**config.mk**
```make
export PLATFORM = sky130hd
export DESIGN_NAME = cache_axi_bridge
export DESIGN_NICKNAME = d
export VERILOG_FILES = /design/src/rtl/cache_axi_bridge.sv
export SDC_FILE = /design/constraint.sdc
export NUM_CORES = 1
export LEC_CHECK = 0
export CAP_MARGIN = 10
export CORE_AREA = 2 2 167 169
export DETAILED_ROUTE_END_ITERATION = 10
export DIE_AREA = 0 0 169 171
export PLACE_DENSITY = 0.72
export SKIP_LAST_GASP = 1
export SLEW_MARGIN = 30
export SYNTH_ARGS = -nofsm -noshare
export SYNTH_HDL_FRONTEND = slang
export SYNTH_SLANG_ARGS = --single-unit
```
**constraint.sdc**
```tcl
create_clock -name clk -period 8.3 [get_ports clk]
set_input_delay 1.66 -clock clk [delete_from_list [all_inputs] [get_ports clk]]
set_output_delay 1.66 -clock clk [all_outputs]
set_load 0.05 [all_outputs]
```
**src/rtl/cache_axi_bridge.sv**
```systemverilog
// Cache miss-path to AXI4 master bridge.
// An independent read engine (R_IDLE/R_AR/R_DATA) and write engine
// (W_IDLE/W_AW/W_DATA/W_B) share only the read-after-write line hazard.
// Handshakes: on every AXI channel a transfer happens on a rising edge where
// valid and ready are both high; the sender holds valid and its payload
// stable until that edge. On the cache side rd_req is held until the edge
// where rd_rdy is high, and wr_req is a one-cycle pulse only legal while
// wr_rdy is high.
module cache_axi_bridge #(
    parameter logic [3:0] AXI_ID     = 4'd1,
    parameter int         LINE_BEATS = 4
) (
    input  logic         clk,
    input  logic         resetn,
    // cache read side
    input  logic         rd_req,
    input  logic [2:0]   rd_type,
    input  logic [31:0]  rd_addr,
    output logic         rd_rdy,
    output logic         ret_valid,
    output logic         ret_last,
    output logic [31:0]  ret_data,
    // cache write side
    input  logic         wr_req,
    input  logic [2:0]   wr_type,
    input  logic [31:0]  wr_addr,
    input  logic [3:0]   wr_wstrb,
    input  logic [127:0] wr_data,
    output logic         wr_rdy,
    // AXI read address / data
    output logic [3:0]   arid,
    output logic [31:0]  araddr,
    output logic [7:0]   arlen,
    output logic [2:0]   arsize,
    output logic [1:0]   arburst,
    output logic         arvalid,
    input  logic         arready,
    input  logic [3:0]   rid,
    input  logic [31:0]  rdata,
    input  logic [1:0]   rresp,
    input  logic         rlast,
    input  logic         rvalid,
    output logic         rready,
    // AXI write address / data / response
    output logic [3:0]   awid,
    output logic [31:0]  awaddr,
    output logic [7:0]   awlen,
    output logic [2:0]   awsize,
    output logic [1:0]   awburst,
    output logic         awvalid,
    input  logic         awready,
    output logic [31:0]  wdata,
    output logic [3:0]   wstrb,
    output logic         wlast,
    output logic         wvalid,
    input  logic         wready,
    input  logic [3:0]   bid,
    input  logic [1:0]   bresp,
    input  logic         bvalid,
    output logic         bready
);

    localparam logic [1:0] R_IDLE = 2'd0;
    localparam logic [1:0] R_AR   = 2'd1;
    localparam logic [1:0] R_DATA = 2'd2;

    localparam logic [1:0] W_IDLE = 2'd0;
    localparam logic [1:0] W_AW   = 2'd1;
    localparam logic [1:0] W_DATA = 2'd2;
    localparam logic [1:0] W_B    = 2'd3;

    localparam logic [7:0] LINE_LEN = 8'(LINE_BEATS - 1);

    // Request type to AXI burst length: only line transfers are bursts.
    function automatic logic [7:0] map_len(input logic [2:0] t);
        return t[2] ? LINE_LEN : 8'd0;
    endfunction

    // Request type to AXI beat size (log2 bytes).
    function automatic logic [2:0] map_size(input logic [2:0] t);
        logic [2:0] s;
        if (t[2] || t[1:0] == 2'b10) s = 3'd2;
        else if (t[1:0] == 2'b01)    s = 3'd1;
        else                         s = 3'd0;
        return s;
    endfunction

    // Line transfers start at the line base; uncached accesses keep their address.
    function automatic logic [31:0] map_addr(input logic [2:0] t, input logic [31:0] a);
        return t[2] ? {a[31:4], 4'b0} : a;
    endfunction

    logic [1:0]   r_state;
    logic [31:0]  ar_addr_q;
    logic [7:0]   ar_len_q;
    logic [2:0]   ar_size_q;

    logic [1:0]   w_state;
    logic [31:0]  w_addr_q;
    logic [7:0]   w_len_q;
    logic [2:0]   w_size_q;
    logic [3:0]   w_strb_q;
    logic [127:0] w_data_q;
    logic [7:0]   beat_q;

    logic         wr_accept;
    logic         rd_accept;
    logic         hazard;
    logic [1:0]   word_idx;
    logic         unused_ok;

    // A write captured this same cycle counts as in flight, so a read to its line waits.
    assign wr_accept = wr_req & wr_rdy;
    assign hazard    = ((w_state != W_IDLE) && (rd_addr[31:4] == w_addr_q[31:4]))
                     | (wr_accept && (rd_addr[31:4] == wr_addr[31:4]));
    assign rd_rdy    = (r_state == R_IDLE) & ~hazard;
    assign rd_accept = rd_req & rd_rdy;

    // Read engine: latch the request, issue AR, stream R beats back to the cache.
    always_ff @(posedge clk) begin
        if (!resetn) begin
            r_state   <= R_IDLE;
            ar_addr_q <= 32'd0;
            ar_len_q  <= 8'd0;
            ar_size_q <= 3'd0;
        end else begin
            case (r_state)
                R_IDLE: begin
                    if (rd_accept) begin
                        ar_addr_q <= map_addr(rd_type, rd_addr);
                        ar_len_q  <= map_len(rd_type);
                        ar_size_q <= map_size(rd_type);
                        r_state   <= R_AR;
                    end
                end
                R_AR:    if (arready) r_state <= R_DATA;
                R_DATA:  if (rvalid && rlast) r_state <= R_IDLE;
                default: r_state <= R_IDLE;
            endcase
        end
    end

    assign arid      = AXI_ID;
    assign araddr    = ar_addr_q;
    assign arlen     = ar_len_q;
    assign arsize    = ar_size_q;
    assign arburst   = 2'b01;
    assign arvalid   = (r_state == R_AR);
    assign rready    = (r_state == R_DATA);
    assign ret_valid = rready & rvalid;
    assign ret_last  = ret_valid & rlast;
    assign ret_data  = rdata;

    assign wr_rdy = (w_state == W_IDLE);

    // Write engine: capture the whole request, then AW, W beats, and wait for B.
    always_ff @(posedge clk) begin
        if (!resetn) begin
            w_state  <= W_IDLE;
            w_addr_q <= 32'd0;
            w_len_q  <= 8'd0;
            w_size_q <= 3'd0;
            w_strb_q <= 4'd0;
            w_data_q <= 128'd0;
            beat_q   <= 8'd0;
        end else begin
            case (w_state)
                W_IDLE: begin
                    if (wr_req) begin
                        w_addr_q <= map_addr(wr_type, wr_addr);
                        w_len_q  <= map_len(wr_type);
                        w_size_q <= map_size(wr_type);
                        w_strb_q <= wr_type[2] ? 4'hf : wr_wstrb;
                        w_data_q <= wr_data;
                        beat_q   <= 8'd0;
                        w_state  <= W_AW;
                    end
                end
                W_AW: if (awready) w_state <= W_DATA;
                W_DATA: begin
                    if (wready) begin
                        if (beat_q == w_len_q) w_state <= W_B;
                        else                   beat_q  <= beat_q + 8'd1;
                    end
                end
                W_B:     if (bvalid) w_state <= W_IDLE;
                default: w_state <= W_IDLE;
            endcase
        end
    end

    // Line addresses are forced to word 0, so one adder covers both the line
    // beat walk and the single uncached word selected by addr[3:2].
    assign word_idx = w_addr_q[3:2] + beat_q[1:0];

    assign awid    = AXI_ID;
    assign awaddr  = w_addr_q;
    assign awlen   = w_len_q;
    assign awsize  = w_size_q;
    assign awburst = 2'b01;
    assign awvalid = (w_state == W_AW);
    assign wvalid  = (w_state == W_DATA);
    assign wdata   = w_data_q[{word_idx, 5'd0} +: 32];
    assign wstrb   = w_strb_q;
    assign wlast   = wvalid & (beat_q == w_len_q);
    assign bready  = (w_state == W_B);

    // Response ids and status carry no information for this bridge.
    assign unused_ok = ^{rid, rresp, bid, bresp};

endmodule

```
==> metrics, run 1 <==
Rows 61; vias post-DR 8549; Seq cells post-synth 214; Worst-Margin Slew 0.900 ns; full die area roughly 29000 µm²; CTS tree yes; Port Buffers 329; biggest area consumer among synthesized cells dfxtp_1; clock transition at the registers of the reported paths roughly 0.050 ns; max-slew violations 0; Peak VDD IR 174 µV; initial antenna violation count 0; GRT Util Overall 19.2%; Hold Slack 0.456 ns; sequential-to-total area share from yosys stat approximately 43%; Tmin final 6.00 ns; endpoints failing hold 0; crit end category primary output; CTS Root Buffer Type clkbuf_16; Syn Area/Cell 8.79 µm²; Final Setup Violations 0; Resized Gates After CTS 0; core footprint 27300 µm²; layout cells sized above 1 5.93%; IO Pins 432; number of setup buffers added after CTS 0; met2 WL 13400 µm; Post-Synthesis Cells 1145; Worst EP required 6.64 ns; Max Root-Sink Buffers 3; grt ovf 0; vias in the first global route 8430; DR WL met3 roughly 2800 µm; Max-Cap Viols 0; Main synth FF type dfxtp_1; first-pass GRT wire length 44400 µm; synth top area cells dfxtp_1 (43%), nand2_1 (15%), a21boi_0 (12%); Pwr Density 270 nW/µm²; Synth warnings 0; Fillers 2524; hold depth 2; initial DRC count 426; Startpoint Class input port; RSZ-0062 raised after global routing no; drt drc 0; gpl congestion 0.821; Synth top area share between 40% and 50%; Layout Skew 0.00680 ns; FFs w/ async S/R, synth 0%; fin area 14100 µm²; Clock Latency Late Sink 0.52 ns; Max H-tree Level 1; ANT nets after route 0; Post-synth EDFFs 0; met1 WL around 12000 µm; Top Layer Used met4; Hold Path Class flop to flop; hpwl dp approximately 20000 µm; worst-path fanout max 3; Syn Std Cell Area 10100 µm²; post-synth cell types 39; Clock Sinks between 200 and 250; Leak 0.00526 µW; Starting Density a little under two fifths; width of the die 169 µm; Area Growth Syn to Fin 39.7%; Setup TNS Final 0 ns; CTS Buf Count 26; maximum clock rate 167 MHz; Critical Path AT 4.34 ns; Die Span Y 171 µm; critical path type input port to primary output; Area after DPL 13200 µm²; CTS Hold Buffers Added 0; relative slew slack 40.0%; WL per Instance roughly 16 µm; largest net degree at the start of global routing 159; final WL 29100 µm; worst reg-to-reg path cell count 8; Tcrit/Tclk final a little over 70%; Nets 1662; status finished, final reports clean; power consumption 3790 µW; Initial DRT Pass Iterations 4; vias per inst 4.85
-- cells in the final DEF, fill, tap and decap left out, types with 7 or more instances in the layout --
cell / instances
conb_1: 26
nor2b_1: 8
nand4_1: 10
a21boi_0: 162
clkbuf_1: 7
nand2_1: 390
clkdlybuf4s50_1: 328
clkbuf_16: 27
inv_1: 7
nor3_1: 10
nor2_1: 18
dfxtp_1: 214
mux2i_1: 35
mux4_2: 32
xor2_1: 48
xnor2_1: 15
nor4_1: 10
-- path summary, 6_finish.rpt --
path / from / end / slack [ns]
max: rd_addr[17] / rd_rdy / 2.30
max reg2reg: w_state[0] / w_data_q[34] / 5.43
min reg2reg: araddr[3] / araddr[3] / 0.46
min: araddr[3] / araddr[3] / 0.46
-- cell families (layout without fill, tap and decap cells) --
family / Yosys count / in the layout / share of synthesized area, %
simple gates: 467 / 467 / 18.9
flops: 214 / 214 / 42.6
compound gates: 182 / 182 / 13.4
buf+inv: 142 / 389 / 7.98
mux: 67 / 67 / 10.6
xor+xnor: 64 / 64 / 5.57
fa+ha+maj: 7 / 7 / 0.870
other cells: 2 / 27 / 0.0746
-- cell usage after synthesis, types with 3 or more instances --
cell and count:
buf_4 60, dfxtp_1 214, nor2_1 18, buf_2 3, and2_1 4, inv_1 7, a21oi_1 3, nand4_1 10
xnor2_1 16, clkbuf_1 66, a21boi_0 162, and3_1 4, nor3_1 10, xor2_1 48, nand2_1 391, nor2b_1 8
mux2i_1 35, mux4_2 32, ha_1 7, nor3b_1 4, nand3b_1 5, buf_8 3, o21ai_0 6, nor4_1 10
-- state kept, by name (all words and copies together), names as in the netlist --
signal    flops
arlen         1
w_data_q    128
awaddr       32
awsize        2
r_state       2
wstrb         4
w_state       2
awlen         1
beat_q        8
araddr       32
arsize        2
-- worst max-delay path, stage by stage --
cell             delay [ns]
clkdlybuf4s50_1        0.49
xor2_1                 0.20
nor4_1                 0.34
nand4_1                0.12
or4_1                  0.57
o21ai_0                0.15
nor3_1                 0.10
clkdlybuf4s50_1        0.72
-- area by class of cell --
class | count | area (µm²) | area share, %
sequential | 214 | 4280 | 30.5
inverter | 7 | 26.3 | 0.187
clock inverter | 6 | 82.6 | 0.587
clock buffer | 39 | 771 | 5.48
timing repair buffer | 337 | 3370 | 24.0
tap | 346 | 433 | 3.08
antenna | 1 | 2.50 | 0.0178
multi-input combinational | 813 | 5090 | 36.2
-- layer usage --
layer	up-vias	global-route usage, %
met4	0	6.17
met1	3980	23.0
met2	313	32.4
met5	-	0
met3	41	6.69
li1	4215	-
-- per-stage QoR --
stage / setup WS (ns) / utilization (%) / cells
6_report: 2.30 / 51.5 / 1763
5_1_grt: 2.17 / 51.4 / 1762
4_1_cts: 2.27 / 51.3 / 1761
3_5_place_dp: 2.28 / 48.2 / 1716
3_3_place_gp: 2.24 / 48.2 / 1716
2_1_floorplan: 3.48 / - / 1169
-- where the power goes --
part / switching [µW] / internal [µW]
sequential: 99.8 / 1200
combinational: 879 / 490
clock: 427 / 697
total: 1410 / 2390
Power figures use the tool's default switching activity.
==> run 2, diff against run 1 <==
==> constraint.sdc (replaced) <==
create_clock -name clk -period 6.2 [get_ports clk]
set_input_delay 1.24 -clock clk [delete_from_list [all_inputs] [get_ports clk]]
set_output_delay 1.24 -clock clk [all_outputs]
set_load 0.05 [all_outputs]
==> run 2 against run 1 <==
Compared with the run above: final area grew 0.40%; worst setup slack lost 1.3 ns; register-to-register slack lost 2.1 ns; combinational power grew 34%; non-clock buffer count is the same; clock skew is essentially flat; first-iteration DRC count grew 6.3%; power grew 36%; routed wire length grew 0.91%; sequential power grew 34%; utilization grew 0.21 points; worst hold slack gained 0.00072 ns; largest cell class unchanged.
==> metrics, run 2 (synthesized netlist as in run 1, its figures left out) <==
Die Span Y 171 µm; commonest cells after routing, fill and taps aside nand2_1 (390), clkdlybuf4s50_1 (328), dfxtp_1 (214); Port Buffers around 330; Area Growth Syn to Fin 40.3%; full die area roughly 29000 µm²; Tmin final approximately 5.2 ns; Worst EP required 4.96 ns; Tcrit/Tclk final 83.6%; Startpoint Class input port; gpl congestion 0.846; Clock Latency Late Sink 0.53 ns; GRT Util Overall 19.2%; clock transition at the registers of the reported paths 0.06 ns; Clock Sinks around 210; drt drc 0; endpoints failing hold 0; CTS tree yes; CTS Hold Buffers Added 0; Worst-Margin Slew 0.852 ns; Hold Slack 0.457 ns; Peak VDD IR 220 µV; Layout Skew 0.00729 ns; Resized Gates After CTS 0; vias per inst roughly 5; max-slew violations 0; initial antenna violation count 1; final WL just under 30000 µm; Nets about 1700; Max Root-Sink Buffers 3; Fillers 2526; CTS Buf Count 25; worst-path fanout max 3; vias in the first global route around 8300; RSZ-0062 raised after global routing no; largest net degree at the start of global routing about 140; Critical Path AT 3.95 ns; max reg flops 128; critical path type input port to primary output; Hold Path Class flop to flop; first-pass GRT wire length roughly 44000 µm; Setup TNS Final 0 ns; WL per Instance between 15 and 20 µm; Cells after DPL roughly 1700; Initial DRT Pass Iterations 5; Rows 61; # diodes 0; number of setup buffers added after CTS 0; Max-Cap Viols 0; maximum clock rate 193 MHz; grt ovf 0; CTS Root Buffer Type clkbuf_16; status finished, final reports clean; relative slew slack between 40% and 50%; width of the die 169 µm; most common cell after layout, fill and taps aside nand2_1; ANT nets after route 0; fin area 14100 µm²; crit end category primary output; initial DRC count roughly 450; Final Setup Violations 0; Starting Density 36.8%; layout cells sized above 1 under 10%; hpwl dp a little over 20000 µm; Max H-tree Level 1; fin cells 1763; final worst setup slack 1.01 ns; Leak 0.00528 µW; pre-CTS worst setup slack 1.01 ns; core footprint roughly 27000 µm²; Pwr Density roughly 360 nW/µm²; Area after DPL roughly 13000 µm²; IO Pins 432; vias post-DR 8560; Top reg by flops w_data_q
[run 2: through the flow]
step / utilization (%) / total power [µW]
after CTS: 51.6 / 5200
after global routing: 51.7 / 5410
after detailed placement: 48.4 / 3610
final: 51.7 / 5150
after floorplan: - / 3040
after global placement: 48.3 / 3580
[run 2: final cells by class]
cell class	instances	area, µm²	area share, %
clock buffers	32	682	4.83
flip-flops and latches	214	4280	30.4
clock inverters	14	199	1.41
multi-input cells	813	5110	36.2
repair buffers	337	3380	24.0
inverters	7	26.3	0.186
well taps	346	433	3.07
[run 2: power breakdown]
part	switching (µW)	leakage (µW)	internal, µW
sequential	136	0.00175	1610
clock	612	0.000434	954
combinational	1180	0.00309	656
total	1930	0.00528	3220
[run 2: worst max-delay path, stage by stage]
cell and delay, ns:
clkdlybuf4s50_1 0.50, xor2_1 0.18, nor4_1 0.36, nand4_1 0.13, or4_1 0.56, o21ai_0 0.15
nor3_1 0.10, clkdlybuf4s50_1 0.72
[run 2: path summary, 6_finish.rpt]
path	startpoint	to	slack (ns)	cells after the start
setup / recovery	rd_addr[9]	rd_rdy	1.01	8
hold / removal	araddr[2]	araddr[2]	0.46	2
setup reg to reg	w_state[0]	w_data_q[96]	3.34	7
hold reg to reg	araddr[2]	araddr[2]	0.46	2
[run 2: metal layers]
layer | vias to the layer above | global-route usage (%) | routed length [µm]
li1 | 4206 | - | -
met1 | 3983 | 22.8 | 12000
met2 | 328 | 33.3 | 13900
met3 | 41 | 6.20 | 2660
met4 | 2 | 5.50 | 762
met5 | - | 0 | 13
==> run 3, diff against run 2 <==
--- a/config.mk
+++ b/config.mk
@@ -6,10 +6,10 @@
 export NUM_CORES = 1
 export LEC_CHECK = 0
 export CAP_MARGIN = 10
-export CORE_AREA = 2 2 167 169
+export CORE_AREA = 2 2 169 171
 export DETAILED_ROUTE_END_ITERATION = 10
-export DIE_AREA = 0 0 169 171
-export PLACE_DENSITY = 0.72
+export DIE_AREA = 0 0 171 173
+export PLACE_DENSITY = 0.73
 export SKIP_LAST_GASP = 1
 export SLEW_MARGIN = 30
 export SYNTH_ARGS = -nofsm -noshare
==> constraint.sdc (replaced) <==
create_clock -name clk -period 4.25 [get_ports clk]
set_input_delay 0.85 -clock clk [delete_from_list [all_inputs] [get_ports clk]]
set_output_delay 0.85 -clock clk [all_outputs]
set_load 0.05 [all_outputs]
==> run 3 against run 2 <==
Compared with the run above: clock power rose by 41%; largest power group unchanged; die area is 2.4% higher; critical endpoint unchanged; global-route usage hardly changed; largest cell class unchanged; clock skew is essentially flat; highest routed layer is now met4.
==> metrics, run 3 (synthesized netlist as in run 1, its figures left out) <==
status finished, final reports clean; Hold Path Class flop to flop; max reg flops between 100 and 150; gpl congestion approximately 0.85; Resized Gates After CTS 0; slowest stage delay, CP 0.60 ns; Initial DRT Pass Iterations 7; WL per Instance 16.5 µm; Layout Skew 0.00753 ns; Reg-to-Reg End araddr[0]; Starting Density 36.4%; IO Pins 432; internal reg-to-reg setup slack 1.56 ns; Worst-Margin Slew 0.844 ns; CP max-delay cell or4_1; RSZ-0062 raised after global routing no; Max H-tree Level 1; clock transition at the registers of the reported paths 0.06 ns; endpoints failing hold 0; Rows between 60 and 70; vias post-DR about 8500; vias in the first global route 8731; Pwr Density between 500 and 600 nW/µm²; Max Root-Sink Buffers 3; CTS Buf Count 26; layout cells sized above 1 6.27%; most common cell after layout, fill and taps aside nand2_1; Setup TNS Final 0 ns; initial DRC count 379; drt drc 0; Max-Cap Viols 0; worst reg-to-reg path cell count 7; relative slew slack 43.7%; Clock Sinks 214; Fillers 2567; Leak ~0.0053 µW; number of setup buffers added after CTS 0; Nets 1664; Peak VDD IR 313 µV; CTS Hold Buffers Added 0; Top reg by flops w_data_q; hpwl dp between 20000 and 25000 µm; Tcrit/Tclk final 96.5%; width of the die between 150 and 200 µm; crit end category primary output; Area Growth Syn to Fin 40.8%; Worst EP required 3.40 ns; largest net degree at the start of global routing 169; CTS tree yes; RR Startpoint awaddr[17]; maximum clock rate 244 MHz; full die area just under 30000 µm²; grt ovf 0; Die Span Y 173 µm; Final Setup Violations 0; CTS Root Buffer Type clkbuf_16; critical path type input port to primary output; Cell Chain, Critical Path clkdlybuf4s50_1 -> xor2_1 -> nor4_1 -> nand4_1 -> or4_1 -> o21ai_0 -> nor3_1 -> buf_4; Hold EP araddr[9]; max-slew violations 0; CP top delay family simple AND/OR/NAND/NOR gates; ANT nets after route 0; initial antenna violation count 0; Critical Path AT about 3.3 ns; GRT Util Overall 19.2%; Hold Startpoint araddr[9]; worst-path fanout max 3; Clock Latency Late Sink 0.52 ns; CP Buf/Inv Count 2; final WL 29600 µm; Port Buffers 329; vias per inst 4.73; first-pass GRT wire length 45600 µm; core footprint 27600 µm²; Startpoint Class input port; commonest cells after routing, fill and taps aside nand2_1 (390), clkdlybuf4s50_1 (327), dfxtp_1 (214); Tmin final 4.10 ns; # diodes 0; power consumption 7450 µW; hold depth 2
[run 3: changes by cell type in the layout (fill, tap and decap cells not counted)]
| cell | change |
|---|---|
| buf_12 | +4 |
| inv_6 | -1 |
| xnor2_4 | -1 |
| clkinvlp_4 | -1 |
| inv_16 | -1 |
| ha_2 | +1 |
| clkbuf_16 | +2 |
| clkdlybuf4s50_1 | -1 |
| clkbuf_8 | +1 |
| xnor2_2 | +1 |
| ha_4 | -1 |
| buf_6 | -1 |
| clkbuf_1 | +3 |
| bufinv_16 | -2 |
[run 3: cell type report]
cell class,count,area (µm²),area share [%]
tap,378,473,3.34
sequential,214,4280,30.2
clock inverter,9,103,0.724
timing repair buffer,339,3440,24.3
inverter,7,26.3,0.185
clock buffer,38,757,5.34
multi-input combinational,813,5090,35.9
[run 3: power by group]
group	switching (µW)	internal (µW)	leakage, µW
combinational	1720	973	0.00312
clock	858	1350	0.000426
sequential	200	2340	0.00175
[run 3: per-layer routing]
metal / track usage (%) / wire length (µm) / vias up
met5: 0 / 0 / -
met3: 7.32 / 3280 / 62
li1: - / - / 4209
met2: 32.4 / 13700 / 360
met4: 6.67 / 1010 / 0
met1: 22.0 / 11600 / 3875
[run 3: metrics by stage]
step                      util, %  area (µm²)  hold WS [ns]  cells  setup WS (ns)
after floorplan                 -       10200         0.440   1169          0.892
after global placement       48.2       13300         0.442   1751          0.398
after detailed placement     48.2       13300         0.445   1751          0.348
after CTS                    51.3       14200         0.461   1798          0.208
after global routing         51.3       14200         0.475   1798         0.0520
final                        51.3       14200         0.455   1798          0.149
[run 3: worst max path at each step]
stage / from / to / slack (ns) / depth (start not counted)
floorplan: awaddr[2] / wdata[22] / 0.89 / 5
global route: beat_q[0] / wdata[29] / 0.05 / 6
finish: rd_addr[17] / rd_rdy / 0.15 / 8
CTS: beat_q[0] / wdata[23] / 0.21 / 6
global placement: rd_addr[17] / rd_rdy / 0.40 / 8
detailed placement: rd_addr[17] / rd_rdy / 0.35 / 8
[run 3: tightest hold or removal path: stages (launching register included)]
cell and delay, ns:
dfxtp_1 0.30, nand2_1 0.05, mux2i_1 0.05
